$ cat config.mk
export PLATFORM = sky130hd
export DESIGN_NAME = parity_serial_tx
export DESIGN_NICKNAME = d
export VERILOG_FILES = /design/src/rtl/parity_serial_tx.sv
export SDC_FILE = /design/constraint.sdc
export NUM_CORES = 1
export LEC_CHECK = 0
export CORE_MARGIN = 1
export CORE_UTILIZATION = 46
export CTS_CLUSTER_DIAMETER = 100
export DETAILED_ROUTE_END_ITERATION = 10
export GPL_TIMING_DRIVEN = 1
export HOLD_SLACK_MARGIN = 0.12
export PLACE_DENSITY = 0.75
export SYNTH_ARGS = -nofsm -noshare
export SYNTH_HDL_FRONTEND = slang
export SYNTH_SLANG_ARGS = --single-unit
$ cat constraint.sdc
create_clock -name clk -period 2.1 [get_ports clk]
set_clock_uncertainty 0.15 [all_clocks]
set_input_delay 0.21 -clock clk [delete_from_list [all_inputs] [get_ports clk]]
set_output_delay 0.21 -clock clk [all_outputs]
set_load 0.02 [all_outputs]
$ cat src/rtl/parity_serial_tx.sv
// rtl/parity_serial_tx.sv - serial parity generator/transmitter: DATA_W data bits LSB first, then parity
module parity_serial_tx #(
  parameter int DATA_W = 4
) (
  input  logic              clk,
  input  logic              rst,
  input  logic [DATA_W-1:0] din,
  input  logic              odd_sel,
  input  logic              load,
  output logic              ready,
  output logic              sout,
  output logic              sout_valid,
  output logic              frame_done,
  output logic [DATA_W:0]   pword
);

  localparam int CW = (DATA_W > 1) ? $clog2(DATA_W) : 1;
  localparam logic [CW-1:0] LAST_IDX = CW'(DATA_W - 1);

  typedef enum logic [1:0] {
    IDLE = 2'd0,
    DATA = 2'd1,
    PAR  = 2'd2
  } state_t;

  state_t            state;
  state_t            next_state;
  logic [DATA_W-1:0] sreg;
  logic [CW-1:0]     cnt;
  logic              par_bit;
  logic              p_next;
  logic              accept;

  assign p_next = (^din) ^ odd_sel;

  always_ff @(posedge clk or posedge rst) begin
    if (rst) begin
      state <= IDLE;
    end else begin
      state <= next_state;
    end
  end

  // Outputs depend on state and registers only; load feeds just the accept strobe.
  always_comb begin
    next_state = state;
    accept     = 1'b0;
    ready      = 1'b0;
    sout       = 1'b0;
    sout_valid = 1'b0;
    frame_done = 1'b0;
    case (state)
      IDLE: begin
        ready = 1'b1;
        if (load) begin
          accept     = 1'b1;
          next_state = DATA;
        end
      end
      DATA: begin
        sout_valid = 1'b1;
        sout       = sreg[0];
        if (cnt == LAST_IDX) begin
          next_state = PAR;
        end
      end
      PAR: begin
        sout_valid = 1'b1;
        sout       = par_bit;
        frame_done = 1'b1;
        next_state = IDLE;
      end
      default: begin
        next_state = IDLE;
      end
    endcase
  end

  always_ff @(posedge clk or posedge rst) begin
    if (rst) begin
      sreg    <= '0;
      cnt     <= '0;
      par_bit <= 1'b0;
      pword   <= '0;
    end else if (accept) begin
      sreg    <= din;
      cnt     <= '0;
      par_bit <= p_next;
      pword   <= {p_next, din};
    end else if (state == DATA) begin
      sreg <= sreg >> 1;
      cnt  <= cnt + CW'(1);
    end
  end

endmodule

==> metrics, run 1 <==
Critical Path RT=1740 ps; GR Util met1=27.2%; EDFF count, synth=0; die extent in x=40.0 um; initial DRC count=4; status=finished, final reports clean; Pint=779 uW; max-slew violation count=0; synthesized area=666 um2; final setup fails=0; final period utilization=95.8%; Gate power share=54.1%; M3 GR Usage=6.67%; Area growth, synth to finish=28.4%; NetSw=505 uW; Die Footprint=0.00160 mm2; cell count after synthesis=63; Final ANT Viol Nets=0; CTS tree=yes; Pwr per Cell Area=1500 mW/mm2; Clock Latency Late Sink=270 ps; DR WL/cell=11.6 um; Crit Path Class=reg -> out; count of final hold-check violations=0; first-pass GRT wire length=1.95 mm; gr usage total=19.2%; core area=0.00132 mm2; GR Util met2=25.0%; RSZ-0062 raised after global routing=no; largest net degree at the start of global routing=14; Post-synth top cells=nand2_1, dfrtp_1, ha_1; leak pwr=0.429 nW; fmax=497 MHz; Clk network pwr share=11.9%; Seq/Total Area, Yosys=48.9%; post-synth top area share=48.9%; Synth area leaders=dfrtp_1, ha_1, nand2_1; Max Cap Viol=0; Hold WS=104 ps; count leader, synth=nand2_1; Worst-path clk slew=80 ps; cell type with the largest total area after synthesis=dfrtp_1; Slowest-stage cell, CP=clkdlybuf4s50_1; Ys Warns=0; via count=476; IO Pins=17; Max Root-Sink Buffers=2; top_reg_cell synth=dfrtp_1; switching portion of total power=39.3%; Num CTS Buffers=3; fin crit period=2010 ps; synthesized area per cell=10.6 um2; Via-to-Cell Ratio=5.01; count of nets after finishing=95; syn nets=77; number of antenna diodes=0; initial core utilization=50.5%; chip height=40.0 um; Clk Tree Root Cell=clkbuf_4; Critical Path End Type=output port; drt total wl=1.10 mm; Setup Fix Bufs, Post-CTS=0; Worst Tran Pin Value=491 ps; Congestion Overflow GR=0; first drt pass iteration count=2; gr busiest metal=met1; Async SR Flop Fraction=100%; vias in the first global route=418; site row count=13; layout cells sized above 1=6.25%; count of input and output buffers=16; initial antenna violation count=0; CP Launch Type=flop; top fanout value on the critical path=4; CP cell instances=inv_1 -> ha_1 -> clkdlybuf4s50_1; min-delay worst type=in -> async; Design Area, Final=855 um2; Placement Cell Area=827 um2; flops & latches, synth=13; number of distinct library cells after synthesis=18; max_slew headroom=67.2%; WP data arrival=1650 ps; fillcell total=108; Clock Sinks=13; Residual DRC=0; Setup TNS Final=0 ps; CP max stage delay=620 ps; Worst VDD drop=0.000660 V; detailed placer's ending HPWL=829 um; Seq pwr share=34.0%; RD Place Congestion=0.648; H-tree depth=1
==> worst max-delay path: cells and delay by family, from the launching register on <==
kind | cells | cell delay, ps
buf+inv | 2 | 750
fa+ha+maj | 1 | 230
flops | 1 | 400
==> registers in the layout (all words and copies together), names as in the netlist <==
register and cells:
pword 4, sreg 4, cnt 2, state 2
par_bit 1
==> metrics by stage <==
stage / setup WS [ps] / cells / total power [mW] / utilization (%)
after CTS: 75.9 / 95 / 1.30 / 64.7
after floorplan: 433 / 63 / 0.916 / -
after detailed placement: 248 / 91 / 1.15 / 62.8
final: 88.7 / 95 / 1.28 / 64.9
after global routing: 12.9 / 95 / 1.40 / 64.9
after global placement: 266 / 91 / 1.14 / 62.8
==> cell type report <==
type	instances	area [um2]	area share, %
clock buffers	4	26.3	3.07
flip-flops and latches	13	325	38.1
well taps	15	18.8	2.20
repair buffers	16	161	18.9
multi-input cells	42	304	35.6
inverters	5	18.8	2.20
==> path summary, 6_finish.rpt <==
| path | start | end | slack [ps] | cells past startpoint |
|---|---|---|---|---|
| min in group clk | pword[1] | pword[1] | 330 | 2 |
| max in group asynchronous | rst | sreg[3] | 1370 | 2 |
| hold reg to reg | pword[1] | pword[1] | 330 | 2 |
| setup reg to reg | state[1] | state[0] | 450 | 5 |
| setup / recovery | state[1] | ready | 90 | 3 |
| hold / removal | rst | sreg[1] | 100 | 2 |
==> power groups by stage <==
| stage | Clock, mW | Sequential (mW) | Combinational (mW) |
|---|---|---|---|
| detailed placement | 0 | 0.442 | 0.708 |
| global route | 0.170 | 0.457 | 0.777 |
| finish | 0.152 | 0.437 | 0.695 |
| global placement | 0 | 0.440 | 0.695 |
| floorplan | 0 | 0.476 | 0.441 |
| CTS | 0.157 | 0.439 | 0.708 |
==> placed cells by master, fill, tap and decap left out, types with 2 or more instances in the layout <==
cell,Yosys,routed
nand2_1,15,15
clkdlybuf4s50_1,0,14
dfrtp_1,13,13
ha_1,6,6
inv_1,5,5
mux2i_1,4,4
xnor2_1,3,3
o21ai_0,3,3
clkbuf_4,0,3
mux2_2,2,2
nor2_1,2,2
==> cell families (layout without fill, tap and decap cells) <==
| logic type | after synthesis | count (layout) | share of synthesized area, % |
|---|---|---|---|
| mux | 6 | 6 | 9.40 |
| simple gates | 20 | 20 | 12.6 |
| buf+inv | 8 | 25 | 5.45 |
| fa+ha+maj | 6 | 6 | 11.3 |
| xor+xnor | 4 | 4 | 7.33 |
| flops | 13 | 13 | 48.9 |
| compound gates | 6 | 6 | 5.07 |
==> repair_timing <==
| item | CTS | global route |
|---|---|---|
| hold buffers | 0 | 0 |
| resized for setup | 1 | 1 |
| endpoints found under the setup margin | 1 | 1 |
| hold endpoints to repair | 0 | 0 |
==> per-layer routing <==
| layer | wire length (um) | vias to the layer above |
|---|---|---|
| met5 | 0 | - |
| met3 | 50 | 5 |
| li1 | - | 238 |
| met4 | 20 | 0 |
| met1 | 574 | 221 |
| met2 | 454 | 12 |
Power figures use the tool's default switching activity.
==> run 2: changes to the inputs <==
--- a/config.mk
+++ b/config.mk
@@ -12,6 +12,7 @@
 export GPL_TIMING_DRIVEN = 1
 export HOLD_SLACK_MARGIN = 0.12
 export PLACE_DENSITY = 0.75
+export RECOVER_POWER = 100
 export SYNTH_ARGS = -nofsm -noshare
 export SYNTH_HDL_FRONTEND = slang
 export SYNTH_SLANG_ARGS = --single-unit
==> run 2 against run 1 <==
Net effect:
- setup slack hardly changed
- hold slack better by 140 ps
- largest power group unchanged
- clock power hardly changed
==> metrics, run 2 (same netlist as run 1, synthesis figures left out) <==
top fanout value on the critical path=4 (unchanged); final setup fails=0 (unchanged); Clk Tree Root Cell=clkbuf_4; leak pwr=0.423 nW (-1.4%); DR WL/cell=11.6 um (+0.27%); RD Place Congestion=0.648 (unchanged); Clock Sinks=13 (unchanged); die extent in x=40.0 um (unchanged); max-slew violation count=0 (unchanged); commonest non-fill, non-tap cell in the layout=nand2_1; count of final hold-check violations=0 (unchanged); number of antenna diodes=0 (unchanged); fmax=497 MHz (about the same); Setup Fix Bufs, Post-CTS=0 (unchanged); Setup TNS Final=0 ps (unchanged); final period utilization=95.8% (about the same); count of input and output buffers=16 (unchanged); Num CTS Buffers=3 (unchanged); Clock Latency Late Sink=270 ps (about the same); Final ANT Viol Nets=0 (unchanged); H-tree depth=1 (unchanged); Residual DRC=0 (unchanged); Worst-path clk slew=80 ps (about the same); count of nets after finishing=95 (unchanged); IO Pins=17 (unchanged); CTS tree=yes; first-pass GRT wire length=1.95 mm (unchanged); status=finished, final reports clean; Via-to-Cell Ratio=5.01 (unchanged); gr usage total=19.2% (unchanged); initial antenna violation count=0 (unchanged); Worst VDD drop=0.000656 V (-0.55%); fin crit period=2010 ps (+0.171 ps); min-delay worst type=in -> async; initial DRC count=4 (unchanged); first drt pass iteration count=2 (unchanged); vias in the first global route=418 (unchanged); detailed placer's ending HPWL=829 um (unchanged); Total Power=1.25 mW (-2.9%); RSZ-0062 raised after global routing=no; Pwr per Cell Area=1470 mW/mm2 (-1.9%); chip height=40.0 um (unchanged); initial core utilization=50.5% (unchanged); site row count=13 (unchanged); largest net degree at the start of global routing=14 (unchanged); Critical Path End Type=output port; top flop regs=pword: 4 flops, sreg: 4 flops; Area growth, synth to finish=27.1%; via count=476 (unchanged); Worst Tran Pin Value=490 ps (-1.38 ps); Max Cap Viol=0 (unchanged); most frequent cells in the layout=nand2_1, dfrtp_1, clkdlybuf4s50_1; WP data arrival=1650 ps (about the same); Max Root-Sink Buffers=2 (unchanged); Congestion Overflow GR=0 (unchanged); max_slew headroom=67.3% (+0.092 points); layout cells sized above 1=6.25% (unchanged); core area=0.00132 mm2 (unchanged); drt total wl=1.10 mm (+0.27%); Crit Path Class=reg -> out; Critical Path RT=1740 ps (about the same); CP Launch Type=flop; Die Footprint=0.00160 mm2 (unchanged)
run 2: cell types whose count changed in the layout (fill, tap and decap cells not counted), sizes merged:
cell / before / now
clkbuf: 4 / 5
dlygate4sd3: 0 / 6
clkdlybuf4s50: 14 / 8
dlymetal6s2s: 1 / 0
run 2: path summary, 6_finish.rpt:
path                           from  endpoint  slack [ps]  cells past startpoint
max                        state[1]     ready          90                      3
min                             rst   sreg[1]         240                      2
max reg2reg                state[1]  state[0]         450                      5
min reg2reg                pword[1]  pword[1]         330                      2
max in group asynchronous       rst   sreg[3]        1230                      2
min in group clk           pword[1]  pword[1]         330                      2
run 2: repair_timing:
item                                    CTS  global route
endpoints found under the setup margin    1             1
hold buffers                              0             0
gates resized for setup                   1             1
hold endpoints to repair                  0             0
run 2: per-stage QoR:
stage | instance area, um2 | utilization [%] | hold slack, ps | setup slack (ps) | cells
final | 846 | 64.2 | 241 | 88.5 | 95
after global routing | 846 | 64.2 | 290 | 12.9 | 95
after CTS | 852 | 64.7 | 129 | 75.9 | 95
after detailed placement | 827 | 62.8 | 312 | 248 | 91
after global placement | 827 | 62.8 | 309 | 266 | 91
after floorplan | 666 | - | -63.0 | 433 | 63
run 2: report_power, final:
| group | internal [mW] | total [mW] | switching [mW] |
|---|---|---|---|
| Clock | 0.0736 | 0.152 | 0.0789 |
| Combinational | 0.301 | 0.659 | 0.358 |
| Sequential | 0.369 | 0.435 | 0.0661 |
| Total | 0.743 | 1.25 | 0.503 |
run 2: critical path: stages, from the launching register on:
cell and delay (ps):
dfrtp_1 400, inv_1 130, ha_1 230, clkdlybuf4s50_1 620
run 2: cell type report:
type	instances	area, um2
tap	15	18.8
multi-input combinational	42	304
inverter	5	18.8
clock buffer	4	26.3
sequential	13	325
fill	109	472
timing repair buffer	16	153
run 2: layer usage:
layer	vias up	wire (um)	GRT usage, %
met1	221	575	27.2
met4	0	20	10.3
li1	238	-	-
met2	12	454	25.0
met3	5	51	6.67
met5	-	0	0
